## config.mk

```make
export PLATFORM = sky130hd
export DESIGN_NAME = gaussian_blur
export DESIGN_NICKNAME = d
export VERILOG_FILES = /design/src/rtl/gaussian_blur.sv
export SDC_FILE = /design/constraint.sdc
export NUM_CORES = 1
export LEC_CHECK = 0
export BUFFER_PORTS_ARGS = -buffer_cell sky130_fd_sc_hd__buf_2
export CORE_ASPECT_RATIO = 1.4
export CORE_MARGIN = 1.5
export CORE_UTILIZATION = 59
export DETAILED_ROUTE_END_ITERATION = 8
export HOLD_SLACK_MARGIN = 0.1
export PLACE_DENSITY = 0.82
export SYNTH_ARGS = -nofsm -noshare
export SYNTH_HDL_FRONTEND = slang
export SYNTH_SLANG_ARGS = --single-unit
```

## constraint.sdc

```tcl
create_clock -name clk -period 5.6 [get_ports clk]
set_input_delay 0.84 -clock clk [delete_from_list [all_inputs] [get_ports clk]]
set_output_delay 0.84 -clock clk [all_outputs]
set_load 0.005 [all_outputs]
```

## src/rtl/gaussian_blur.sv

```systemverilog
// 3x3 Gaussian blur (1 2 1 / 2 4 2 / 1 2 1, /16) over a raw frame in SRAM, raster order,
// one pixel every 11 cycles: 9 tap reads, a capture cycle, then the Gaussian SRAM write.
module gaussian_blur #(
  parameter int X_MAX = 5,
  parameter int Y_MAX = 5
) (
  input  logic                     clk,
  input  logic                     n_rst,
  input  logic                     new_trans,
  input  logic [$clog2(X_MAX)-1:0] max_x,
  input  logic [$clog2(X_MAX)-1:0] max_y,
  input  logic [7:0]               SRAM_in_raw,
  output logic                     read_SRAM_raw,
  output logic [$clog2(X_MAX):0]   x_addr_raw,
  output logic [$clog2(X_MAX):0]   y_addr_raw,
  output logic                     write_SRAM_gaus,
  output logic [$clog2(X_MAX):0]   x_addr_gaus,
  output logic [$clog2(X_MAX):0]   y_addr_gaus,
  output logic [7:0]               SRAM_gaus_wdata,
  output logic                     gaus_sample_flag,
  output logic                     gaus_done
);

  localparam int CW = $clog2(X_MAX);
  localparam int AW = CW + 1;
  localparam logic [CW-1:0] X_LIM = CW'(X_MAX - 1);
  localparam logic [CW-1:0] Y_LIM = CW'(Y_MAX - 1);

  typedef enum logic [2:0] {IDLE, READ, CAPT, WRITE, DONE} state_t;

  state_t         state_q, state_d;
  logic [3:0]     tap_q, tap_d;
  logic [CW-1:0]  cx_q, cx_d, cy_q, cy_d;
  logic [CW-1:0]  mx_q, mx_d, my_q, my_d;
  logic [11:0]    acc_q, acc_d;

  logic           rd_q, rd_d;
  logic [AW-1:0]  xr_q, xr_d, yr_q, yr_d;
  logic           wr_q, wr_d;
  logic [AW-1:0]  xg_q, xg_d, yg_q, yg_d;
  logic [7:0]     wd_q, wd_d;
  logic           done_q, done_d;
  logic [7:0]     blur_val;

  // Offset index 0/1/2 means -1/0/+1; taps run row-major, dx innermost.
  function automatic logic [1:0] tap_dx(input logic [3:0] t);
    case (t)
      4'd0, 4'd3, 4'd6: tap_dx = 2'd0;
      4'd1, 4'd4, 4'd7: tap_dx = 2'd1;
      default:          tap_dx = 2'd2;
    endcase
  endfunction

  function automatic logic [1:0] tap_dy(input logic [3:0] t);
    case (t)
      4'd0, 4'd1, 4'd2: tap_dy = 2'd0;
      4'd3, 4'd4, 4'd5: tap_dy = 2'd1;
      default:          tap_dy = 2'd2;
    endcase
  endfunction

  // Weight as a shift: centre row/column each contribute a factor of 2.
  function automatic logic [1:0] tap_sh(input logic [3:0] t);
    tap_sh = {1'b0, tap_dx(t) == 2'd1} + {1'b0, tap_dy(t) == 2'd1};
  endfunction

  function automatic logic [AW-1:0] clamp(input logic [CW-1:0] c, input logic [1:0] d,
                                          input logic [CW-1:0] m);
    logic [CW-1:0] r;
    r = c;
    if (d == 2'd0 && c != '0) r = c - CW'(1);
    else if (d == 2'd2 && c < m) r = c + CW'(1);
    clamp = {1'b0, r};
  endfunction

  always_comb begin
    state_d  = state_q;
    tap_d    = tap_q;
    cx_d     = cx_q;
    cy_d     = cy_q;
    mx_d     = mx_q;
    my_d     = my_q;
    acc_d    = acc_q;
    blur_val = 8'((acc_q + 12'(SRAM_in_raw) + 12'd8) >> 4);
    case (state_q)
      IDLE, DONE: begin
        if (new_trans) begin
          state_d = READ;
          tap_d   = '0;
          cx_d    = '0;
          cy_d    = '0;
          mx_d    = (max_x > X_LIM) ? X_LIM : max_x;
          my_d    = (max_y > Y_LIM) ? Y_LIM : max_y;
          acc_d   = '0;
        end
      end
      READ: begin
        // Data returning now belongs to the previous cycle's tap.
        if (tap_q != '0) acc_d = acc_q + (12'(SRAM_in_raw) << tap_sh(tap_q - 4'd1));
        if (tap_q == 4'd8) state_d = CAPT;
        else tap_d = tap_q + 4'd1;
      end
      CAPT: begin
        acc_d   = '0;
        state_d = WRITE;
      end
      WRITE: begin
        tap_d = '0;
        if (cx_q == mx_q && cy_q == my_q) begin
          state_d = DONE;
        end else begin
          state_d = READ;
          if (cx_q == mx_q) begin
            cx_d = '0;
            cy_d = cy_q + CW'(1);
          end else begin
            cx_d = cx_q + CW'(1);
          end
        end
      end
      default: state_d = IDLE;
    endcase
  end

  // Outputs are registered from next-state values so they align with the state they belong to.
  always_comb begin
    rd_d   = (state_d == READ);
    xr_d   = rd_d ? clamp(cx_d, tap_dx(tap_d), mx_d) : '0;
    yr_d   = rd_d ? clamp(cy_d, tap_dy(tap_d), my_d) : '0;
    wr_d   = (state_d == WRITE);
    xg_d   = wr_d ? {1'b0, cx_d} : '0;
    yg_d   = wr_d ? {1'b0, cy_d} : '0;
    wd_d   = wr_d ? blur_val : '0;
    done_d = (state_d == DONE);
  end

  always_ff @(posedge clk or negedge n_rst) begin
    if (!n_rst) begin
      state_q <= IDLE;
      tap_q   <= '0;
      cx_q    <= '0;
      cy_q    <= '0;
      mx_q    <= '0;
      my_q    <= '0;
      acc_q   <= '0;
      rd_q    <= 1'b0;
      xr_q    <= '0;
      yr_q    <= '0;
      wr_q    <= 1'b0;
      xg_q    <= '0;
      yg_q    <= '0;
      wd_q    <= '0;
      done_q  <= 1'b0;
    end else begin
      state_q <= state_d;
      tap_q   <= tap_d;
      cx_q    <= cx_d;
      cy_q    <= cy_d;
      mx_q    <= mx_d;
      my_q    <= my_d;
      acc_q   <= acc_d;
      rd_q    <= rd_d;
      xr_q    <= xr_d;
      yr_q    <= yr_d;
      wr_q    <= wr_d;
      xg_q    <= xg_d;
      yg_q    <= yg_d;
      wd_q    <= wd_d;
      done_q  <= done_d;
    end
  end

  assign read_SRAM_raw    = rd_q;
  assign x_addr_raw       = xr_q;
  assign y_addr_raw       = yr_q;
  assign write_SRAM_gaus  = wr_q;
  assign gaus_sample_flag = wr_q;
  assign x_addr_gaus      = xg_q;
  assign y_addr_gaus      = yg_q;
  assign SRAM_gaus_wdata  = wd_q;
  assign gaus_done        = done_q;

endmodule

```

==> results.yml <==
synth:
  yosysWarnings: 0
  synth.avg_cell_area_um2: 9.74
  ys_ff_latch: 54
  synth_cell_types: 64
  ys.flop_type: "dfrtp_1"
  synthArstFlopShare_pct: 100
  synth_area_um2: 3780
  synth.largest_area_cell: "dfrtp_1"
  yosysTopAreaCellShare_pct: 35.8
  synth-seq-area-share_pct: 35.8
  synth-edff-count: 0
  synthTopCellsByArea: "dfrtp_1, ha_1, nor2_1"
  syn_inst: 388
clock_tree:
  cts_hold_buf: 0
  root_buffer: "clkbuf_8"
  cts.htree.levels: 2
  post-cts-setup-buffer-count: 0
  clock_sinks: 54
  clk_latency_ns: 0.31
  cts-resized-gates: 0
  numCtsBuffers: 5
  cts_buffer_depth: 2
  clk_pin_slew_ns: 0.10
  cts_tree: "built"
die:
  initial_core_util_pct: 60.8
  fp-row-count: 34
  chipWidth_um: 70.6
  die_h_um: 97.7
  die_area_um2: 6900
  coreArea_um2: 6210
  ios: 45
timing:
  fmax_mhz: 230
  worst_slew_pin_slew_ns: 0.812
  period_minus_slack_ns: 4.34
  finalHoldViolations: 0
  rsz0062_at_grt: "false"
  setup_viol: 0
  period_share_pct: 77.5
  tns_ns: 0
  finalClockSkew_ns: 0.0126
  slew_viol_final: 0
  relSlewSlack_pct: 45.7
critical_path:
  endpoint_kind: "flip-flop"
  crit_type: "reg -> reg"
  crit_fanout: 13
  r2r_start: "tap_q[0]"
  arrival_ns: 4.53
  crit_required_ns: 5.79
  cp-startpoint: "tap_q[0]"
  r2r.worst_path.cells: 17
  cp-start-kind: "flip-flop"
global_routing:
  grt_usage_pct: 22.1
  grt_overflow: 0
  grt_pass1_wl_mm: 12.4
  grt_max_degree: 55
  antenna_found_initial: 0
  grt_pass1_vias: 2808
layout:
  fin_util_pct: 66.4
  nets: 484
  layout_common_cells: "dfrtp_1, nor2_1, ha_1"
  drive_gt1_share_pct: 16.5
  antenna_cells: 0
  area_delta_synth_final_pct: 9.11
  mostFrequentLayoutCell: "dfrtp_1"
placed_design:
  gp_congestion: 0.828
  place_hpwl_mm: 5.60
  io_buffers: 40
drt:
  ant_nets: 0
  drt_first_iter_violations: 115
  firstDrtPassIters: 5
  wl_mm: 7.25
  drt-wirelength-per-cell_um: 14.6
  drc_errors: 0
  avgViaCountPerCell: 5.76
  vias: 2856
hold_path:
  hp-start: "mx_q[2]"
  hold_depth: 2
  hp-class: "reg -> reg"
status:
  status: "finished, final reports clean"
run:
  drv_cap: 0
[flip-flops by register name, indices dropped and copies added (netlist names)]
register and count:
x_addr_gaus 3, state_q 3, gaus_done 1, SRAM_gaus_wdata 8
cx_q 3, y_addr_raw 3, acc_q 12, mx_q 3
x_addr_raw 3, gaus_sample_flag 1, my_q 3, y_addr_gaus 3
tap_q 4, read_SRAM_raw 1, cy_q 3
[path summary, 6_finish.rpt]
check                       endpoint  slack, ns
setup / recovery           acc_q[11]       1.26
min in group asynchronous    mx_q[0]       0.62
hold reg to reg              mx_q[2]       0.54
hold / removal               mx_q[2]       0.54
setup reg to reg           acc_q[11]       1.26
max in group asynchronous   tap_q[0]       4.51
[cell usage after synthesis, types with 2 or more instances]
library cell,n
buf_2,3
xor2_1,12
a21oi_1,16
o22ai_2,2
a22o_1,10
a31oi_1,3
nand3b_1,7
and2_1,3
and3_1,4
o21ai_0,14
nand2_1,20
mux2i_2,2
buf_4,5
o21a_1,3
ha_1,43
xnor2_1,16
nor3_1,9
nand2b_1,2
mux2i_1,13
inv_1,31
clkbuf_1,7
mux2_2,2
dfrtp_1,54
nor2_1,43
nor3b_1,3
nor2b_1,6
a21o_1,3
a22oi_1,3
o21bai_1,5
a211oi_1,5
nand3_1,6
[through the flow]
| stage | cells | area [µm²] | hold WS, ns | setup slack (ns) |
|---|---|---|---|---|
| after floorplan | 391 | 3790 | 0.479 | 1.60 |
| after global placement | 488 | 4000 | 0.505 | 1.41 |
| after detailed placement | 488 | 4000 | 0.522 | 1.23 |
| after CTS | 496 | 4120 | 0.547 | 1.22 |
| after global routing | 496 | 4120 | 0.584 | 0.833 |
| final | 496 | 4120 | 0.544 | 1.26 |
[kinds of logic after synthesis]
logic type,count (synthesis),share of synthesized area [%]
XOR/XNOR,28,6.49
buffers and inverters,48,5.56
other,1,0.0992
adder cells (fa/ha/maj),44,14.8
multiplexers,17,4.77
AO/OA/AOI/OAI,82,16.8
AND/OR/NAND/NOR,114,15.8
flip-flops,54,35.8
[final cells by class]
type | instances | area [µm²]
flip-flops and latches | 54 | 1350
repair buffers | 42 | 215
clock inverters | 2 | 38.8
multi-input cells | 289 | 2230
inverters | 31 | 116
fillers | 497 | 2090
clock buffers | 6 | 82.6
well taps | 72 | 90.1
[critical path: stages, from the launching register on]
cell and delay, ns:
dfrtp_1 0.50, inv_1 0.13, ha_1 0.27, xor2_1 0.28, nor2_1 0.08, a211oi_1 0.23
ha_1 0.51, mux2i_1 0.28, o21ai_0 0.10, ha_1 0.34, inv_1 0.06, o21ai_0 0.23
a2111oi_0 0.14, nor3_1 0.39, a41oi_1 0.20, a211oi_1 0.27, xnor2_1 0.15, nor2_1 0.05
[metal layers]
metal | routed length [µm] | GRT usage, %
met1 | 2970 | 24.9
met2 | 3900 | 40.9
met3 | 197 | 2.49
met4 | 179 | 9.72
met5 | 0 | 0
Power is left out: the tool's default activity adds up to more than one toggle a clock period on the data nets, which glitch-free logic cannot reach.
